===== config.mk =====
export PLATFORM = sky130hd
export DESIGN_NAME = menu_selector_flat
export DESIGN_NICKNAME = d
export VERILOG_FILES = /design/src/rtl/menu_selector_if.sv /design/src/rtl/menu_selector.sv /design/src/flat_wrapper.sv
export SDC_FILE = /design/constraint.sdc
export NUM_CORES = 1
export LEC_CHECK = 0
export BUFFER_PORTS_ARGS = -buffer_cell sky130_fd_sc_hd__buf_4
export CORE_MARGIN = 2
export CORE_UTILIZATION = 42
export CTS_BUF_LIST = sky130_fd_sc_hd__clkbuf_8
export DETAILED_ROUTE_END_ITERATION = 7
export PLACE_DENSITY = 0.77
export SYNTH_ARGS = -nofsm -noshare
export SYNTH_HDL_FRONTEND = slang
export SYNTH_SLANG_ARGS = --single-unit
export TNS_END_PERCENT = 50

===== constraint.sdc =====
create_clock -name clk -period 1.4 [get_ports clk]
set_clock_uncertainty 0.1 [all_clocks]
set_input_delay 0.07 -clock clk [delete_from_list [all_inputs] [get_ports clk]]
set_output_delay 0.07 -clock clk [all_outputs]
set_load 0.05 [all_outputs]

===== src/rtl/menu_selector_if.sv =====
// Signal bundle between the VGA timing side / game top-level and menu_selector.
// The master side drives timing and buttons; the slave (menu_selector) returns cursor, choice, done and colour.
interface menu_selector_if #(
  parameter int N_ITEMS = 2
);
  localparam int IDXW = (N_ITEMS > 1) ? $clog2(N_ITEMS) : 1;

  logic            video_on;
  logic [9:0]      hcnt;
  logic [9:0]      vcnt;
  logic            frame_tick;
  logic            btn_up;
  logic            btn_down;
  logic            btn_sel;
  logic            restart;
  logic [IDXW-1:0] cursor;
  logic [IDXW-1:0] choice;
  logic            done;
  logic [3:0]      r;
  logic [3:0]      g;
  logic [3:0]      b;

  modport master (
    output video_on, hcnt, vcnt, frame_tick, btn_up, btn_down, btn_sel, restart,
    input  cursor, choice, done, r, g, b
  );

  modport slave (
    input  video_on, hcnt, vcnt, frame_tick, btn_up, btn_down, btn_sel, restart,
    output cursor, choice, done, r, g, b
  );
endinterface


===== src/rtl/menu_selector.sv =====
// Start-screen menu: N stacked boxes, cursor driven by button edges, confirm flash, then DONE.
// Pixel colour is registered one cycle behind hcnt/vcnt/video_on; done is combinational on the final flash tick.
module menu_selector #(
  parameter int N_ITEMS      = 2,
  parameter int X0           = 200,
  parameter int Y0           = 180,
  parameter int W            = 240,
  parameter int H            = 60,
  parameter int PITCH        = 80,
  parameter int FLASH_FRAMES = 12
) (
  input  logic           clk,
  input  logic           rst,
  menu_selector_if.slave bus
);

  localparam int IDXW = (N_ITEMS > 1) ? $clog2(N_ITEMS) : 1;
  localparam int CNTW = (FLASH_FRAMES > 1) ? $clog2(FLASH_FRAMES) : 1;

  localparam logic [1:0] S_BROWSE = 2'd0;
  localparam logic [1:0] S_FLASH  = 2'd1;
  localparam logic [1:0] S_DONE   = 2'd2;

  localparam logic [CNTW-1:0] CNT_LAST = CNTW'(FLASH_FRAMES - 1);
  localparam logic [IDXW-1:0] IDX_LAST = IDXW'(N_ITEMS - 1);
  localparam logic [10:0]     X_LO     = 11'(X0);
  localparam logic [10:0]     X_HI     = 11'(X0 + W);

  logic [1:0]      state_q, state_d;
  logic [IDXW-1:0] cursor_q, cursor_d;
  logic [IDXW-1:0] choice_q, choice_d;
  logic [CNTW-1:0] cnt_q, cnt_d;
  logic            phase_q, phase_d;
  logic            upPrev_q, downPrev_q, selPrev_q;
  logic [3:0]      rgb_q, rgb_d;

  logic            upEdge, downEdge, selEdge;
  logic            lastTick;
  logic            hitAny;
  logic [IDXW-1:0] hitIdx;
  logic            xIn;
  logic [10:0]     hcnt11, vcnt11;

  assign upEdge   = bus.btn_up   & ~upPrev_q;
  assign downEdge = bus.btn_down & ~downPrev_q;
  assign selEdge  = bus.btn_sel  & ~selPrev_q;

  assign lastTick = (state_q == S_FLASH) && bus.frame_tick && (cnt_q == CNT_LAST);

  always_comb begin
    state_d  = state_q;
    cursor_d = cursor_q;
    choice_d = choice_q;
    cnt_d    = cnt_q;
    phase_d  = phase_q;
    case (state_q)
      S_BROWSE: begin
        // Select takes priority; opposing up/down edges cancel out.
        if (selEdge) begin
          state_d  = S_FLASH;
          choice_d = cursor_q;
          cnt_d    = '0;
          phase_d  = 1'b1;
        end else if (upEdge && !downEdge) begin
          cursor_d = (cursor_q == '0) ? IDX_LAST : cursor_q - IDXW'(1);
        end else if (downEdge && !upEdge) begin
          cursor_d = (cursor_q == IDX_LAST) ? '0 : cursor_q + IDXW'(1);
        end
      end
      S_FLASH: begin
        if (bus.frame_tick) begin
          phase_d = ~phase_q;
          if (lastTick) begin
            state_d = S_DONE;
            cnt_d   = '0;
          end else begin
            cnt_d = cnt_q + CNTW'(1);
          end
        end
      end
      S_DONE: begin
        if (bus.restart) begin
          state_d  = S_BROWSE;
          cursor_d = '0;
        end
      end
      default: state_d = S_BROWSE;
    endcase
  end

  assign hcnt11 = {1'b0, bus.hcnt};
  assign vcnt11 = {1'b0, bus.vcnt};

  // Box rows are spaced by PITCH >= H, so at most one row can match.
  always_comb begin
    hitAny = 1'b0;
    hitIdx = '0;
    xIn    = (hcnt11 >= X_LO) && (hcnt11 < X_HI);
    for (int i = 0; i < N_ITEMS; i++) begin
      if (xIn && (vcnt11 >= 11'(Y0 + i * PITCH)) && (vcnt11 < 11'(Y0 + i * PITCH + H))) begin
        hitAny = 1'b1;
        hitIdx = IDXW'(i);
      end
    end
  end

  always_comb begin
    rgb_d = 4'h0;
    if (bus.video_on && hitAny) begin
      case (state_q)
        S_BROWSE: rgb_d = (hitIdx == cursor_q) ? 4'hF : 4'h7;
        S_FLASH:  rgb_d = (hitIdx == choice_q) ? (phase_q ? 4'hF : 4'h0) : 4'h7;
        S_DONE:   rgb_d = (hitIdx == choice_q) ? 4'hF : 4'h3;
        default:  rgb_d = 4'h0;
      endcase
    end
  end

  always_ff @(posedge clk) begin
    if (rst) begin
      state_q    <= S_BROWSE;
      cursor_q   <= '0;
      choice_q   <= '0;
      cnt_q      <= '0;
      phase_q    <= 1'b0;
      upPrev_q   <= 1'b0;
      downPrev_q <= 1'b0;
      selPrev_q  <= 1'b0;
      rgb_q      <= 4'h0;
    end else begin
      state_q    <= state_d;
      cursor_q   <= cursor_d;
      choice_q   <= choice_d;
      cnt_q      <= cnt_d;
      phase_q    <= phase_d;
      upPrev_q   <= bus.btn_up;
      downPrev_q <= bus.btn_down;
      selPrev_q  <= bus.btn_sel;
      rgb_q      <= rgb_d;
    end
  end

  // Gated by rst so a reset landing on the final tick never reports completion.
  assign bus.done   = lastTick & ~rst;
  assign bus.cursor = cursor_q;
  assign bus.choice = choice_q;
  assign bus.r      = rgb_q;
  assign bus.g      = rgb_q;
  assign bus.b      = rgb_q;

endmodule


===== src/flat_wrapper.sv =====
// flat-port wrapper written by rule: the top's interface ports become plain ports
module menu_selector_flat 
#(
  parameter int N_ITEMS      = 2,
  parameter int X0           = 200,
  parameter int Y0           = 180,
  parameter int W            = 240,
  parameter int H            = 60,
  parameter int PITCH        = 80,
  parameter int FLASH_FRAMES = 12
)
  (clk, rst, bus_video_on, bus_hcnt, bus_vcnt, bus_frame_tick, bus_btn_up, bus_btn_down, bus_btn_sel, bus_restart, bus_cursor, bus_choice, bus_done, bus_r, bus_g, bus_b);
  menu_selector_if #(.N_ITEMS(N_ITEMS)) bus_i ();
  input  logic clk;
  input  logic rst;
  input wire logic [$bits(bus_i.video_on)-1:0] bus_video_on;
  input wire logic [$bits(bus_i.hcnt)-1:0] bus_hcnt;
  input wire logic [$bits(bus_i.vcnt)-1:0] bus_vcnt;
  input wire logic [$bits(bus_i.frame_tick)-1:0] bus_frame_tick;
  input wire logic [$bits(bus_i.btn_up)-1:0] bus_btn_up;
  input wire logic [$bits(bus_i.btn_down)-1:0] bus_btn_down;
  input wire logic [$bits(bus_i.btn_sel)-1:0] bus_btn_sel;
  input wire logic [$bits(bus_i.restart)-1:0] bus_restart;
  output wire logic [$bits(bus_i.cursor)-1:0] bus_cursor;
  output wire logic [$bits(bus_i.choice)-1:0] bus_choice;
  output wire logic [$bits(bus_i.done)-1:0] bus_done;
  output wire logic [$bits(bus_i.r)-1:0] bus_r;
  output wire logic [$bits(bus_i.g)-1:0] bus_g;
  output wire logic [$bits(bus_i.b)-1:0] bus_b;
  assign bus_i.video_on = bus_video_on;
  assign bus_i.hcnt = bus_hcnt;
  assign bus_i.vcnt = bus_vcnt;
  assign bus_i.frame_tick = bus_frame_tick;
  assign bus_i.btn_up = bus_btn_up;
  assign bus_i.btn_down = bus_btn_down;
  assign bus_i.btn_sel = bus_btn_sel;
  assign bus_i.restart = bus_restart;
  assign bus_cursor = bus_i.cursor;
  assign bus_choice = bus_i.choice;
  assign bus_done = bus_i.done;
  assign bus_r = bus_i.r;
  assign bus_g = bus_i.g;
  assign bus_b = bus_i.b;
  menu_selector #(.N_ITEMS(N_ITEMS), .X0(X0), .Y0(Y0), .W(W), .H(H), .PITCH(PITCH), .FLASH_FRAMES(FLASH_FRAMES)) u_core (.clk(clk), .rst(rst), .bus(bus_i));
endmodule

==> qor.csv <==
metric,value,unit
async_flop_share,0,
synthCells,111,
r2r_end,u_core.cnt_q[3]$_SDFFE_PP0P_,
worst_slew_pin_slew,327.4,ps
crit_path_end,bus_done,
synth.largest_area_cell,dfxtp_1,
first_iter_violations,9,
drc,0,
relSlewSlack,0.7797,
synth_edf_count,0,
critPathBufInv,1,
synth_top_area_frac,0.3361,
grt_use_total,0.1859,
synth_fp_nets,140,
drv_slew,0,
die_area,2512,µm²
cp.depth,5,
io_pins,43,
critPathMaxFanout,3,
yosysWarnings,0,
antenna_found_initial,0,
dpl_cell_area,1221,µm²
required,1230,ps
routabilityCongestion,0.8434,
crit_family,simple AND/OR/NAND/NOR gates,
fin_util,0.6730,
layout.cells.most_common,buf_4,
path_class,reg -> out,
netlist_top_cells_area,"dfxtp_1, buf_4, a21oi_1",
core,1982,µm²
syn_area,893.4,µm²
vias,932,
insertion_delay,250,ps
cap_violations,0,
p_total,1.074,mW
finish.instance_area,1334,µm²
status,"complete, but fails checks",
reg2reg_from,u_core.cnt_q[0]$_SDFFE_PP0P_,
period_needed,1492,ps
wire_per_inst,11.88,µm
layout-drive-gt1-share,0.4118,
post-route-period-util,1.066,
yosysSeqAreaShare,0.3361,
irDropWorstVdd,0.6681,mV
setup_viol,2,
clk_path_buf_depth,2,
powerDensity,805.4,nW/µm²
critical_path.slowest_cell,dfxtp_2,
dp_hpwl,1.593,mm
end_kind,output port,
io_buffers,37,
ff2ff_path_depth,6,
wl,2.139,mm
start_util,0.4508,
cts_tree,yes,
ant_nets,0,
p_leak,0.5964,nW
reg2reg_setup_slack,-10,ps
finalHoldViolCount,0,
final_cell_mix,"buf_4, nor2_1, dfxtp_1, a21oi_1, nand2_1",
antennaDiodeCount,0,
hold_path.class,in -> reg,
crit_path_start_kind,register,
synth_ff_type,dfxtp_1,
fmax,670.3,MHz
cts-buffers-inserted,3,
viasPerCell,5.178,
num-nets-final,183,
grt_pass1_vias,885,
synth.distinct_cells,38,
ctsRootBufferMaster,clkbuf_8,
slowest_delay,350,ps
syn_avg_cell_area,8.048,µm²
crit_chain,"ha_4, nor2b_4, nand3_4, nor3_4, buf_6",
worst_ep_arrival_time,1320,ps
final.setup.tns,-99.76,ps
die_h,50.12,µm
dieWidth,50.12,µm
drt_first_pass_iters,4,
area_delta_synth_final,49.30,%
htreeDepth,1,
gr-total-overflow,0,
ys_seq_elements,15,
grt_first_pass_wirelength,3.601,mm
crit_start,u_core.cnt_q[0]$_SDFFE_PP0P_,
fin_ws,-91.81,ps
clkSlewWorstSetupHoldPaths,60,ps
rows,16,
clkSinkCount,15,
rsz0062_at_grt,yes,
grt_max_degree,15,
violations,setup timing,
[stage by stage]
stage               worst slack (ps)  std cells  hold slack (ps)
CTS                           -112.8        180            1.565
global placement              -91.72        173            187.7
global route                  -150.0        180            22.08
finish                        -91.81        180            3.798
floorplan                     -29.98        111            41.61
detailed placement            -144.5        173            197.3
[cell usage after synthesis, drive strengths merged (2+ instances only)]
| cell type | count |
|---|---|
| a21o | 2 |
| a21oi | 11 |
| and3 | 3 |
| buf | 10 |
| dfxtp | 15 |
| inv | 2 |
| mux2i | 3 |
| nand2 | 7 |
| nand2b | 5 |
| nand3 | 4 |
| nor2 | 12 |
| nor2b | 5 |
| nor3 | 5 |
| o21ai | 5 |
[metal layers]
layer	global-route usage	wire length, µm
met3	0.03636	144
met4	0.1157	82
met2	0.3048	1021
met5	0	0
met1	0.2199	891
[worst min-delay path by stage]
stage                     cells after the start          from  slack, ps                      endpoint
after detailed placement                      2  bus_btn_down        200  u_core.downPrev_q$_SDFF_PP0_
after floorplan                               1           rst         40  u_core.downPrev_q$_SDFF_PP0_
final                                         2           rst          4  u_core.cnt_q[1]$_SDFFE_PP0P_
after CTS                                     2           rst          2  u_core.cnt_q[1]$_SDFFE_PP0P_
after global placement                        2  bus_btn_down        190  u_core.downPrev_q$_SDFF_PP0_
after global routing                          2           rst         20  u_core.cnt_q[2]$_SDFFE_PP0P_
[area by class of cell]
type                    instances  area [µm²]
fillers                       174       648.1
multi-input cells              83       563.0
repair buffers                 49       379.1
flip-flops and latches         15       304.0
clock buffers                   3       41.29
well taps                      27       33.78
inverters                       2       7.507
clock inverters                 1       5.005
[state kept, by name, indices dropped and copies added, names as in the netlist]
signal,flops
u_core.cnt_q,4
u_core.bus.b,3
u_core.state_q,2
u_core.bus.choice,1
u_core.bus.cursor,1
u_core.downPrev_q,1
u_core.phase_q,1
u_core.selPrev_q,1
u_core.upPrev_q,1
[report_power, final]
| part | total [mW] | switching [mW] | internal (mW) |
|---|---|---|---|
| logic | 0.257 | 0.126 | 0.130 |
| clock network | 0.360 | 0.162 | 0.197 |
| registers | 0.458 | 0.0125 | 0.445 |
[logic make-up (layout without fill, tap and decap cells)]
kind of cell / after synthesis / count (layout) / synth area share
and+or+nand+nor: 50 / 50 / 0.3054
AOI/OAI and AO/OA: 27 / 27 / 0.1947
DFF: 15 / 15 / 0.3361
buffers and inverters: 13 / 55 / 0.09664
muxes: 3 / 3 / 0.03361
xor gates and xnor gates: 2 / 2 / 0.01961
adders and majority gates: 1 / 1 / 0.01400
[timing repair]
action / CTS / global route
gates resized for setup: 7 / 4
hold buffers: 3 / 0
buffers inserted: 0 / 0
pin swaps: 1 / 1
endpoints found under the hold margin: 3 / 0
endpoints found under the setup margin: 4 / 7
Power figures use the tool's default switching activity.
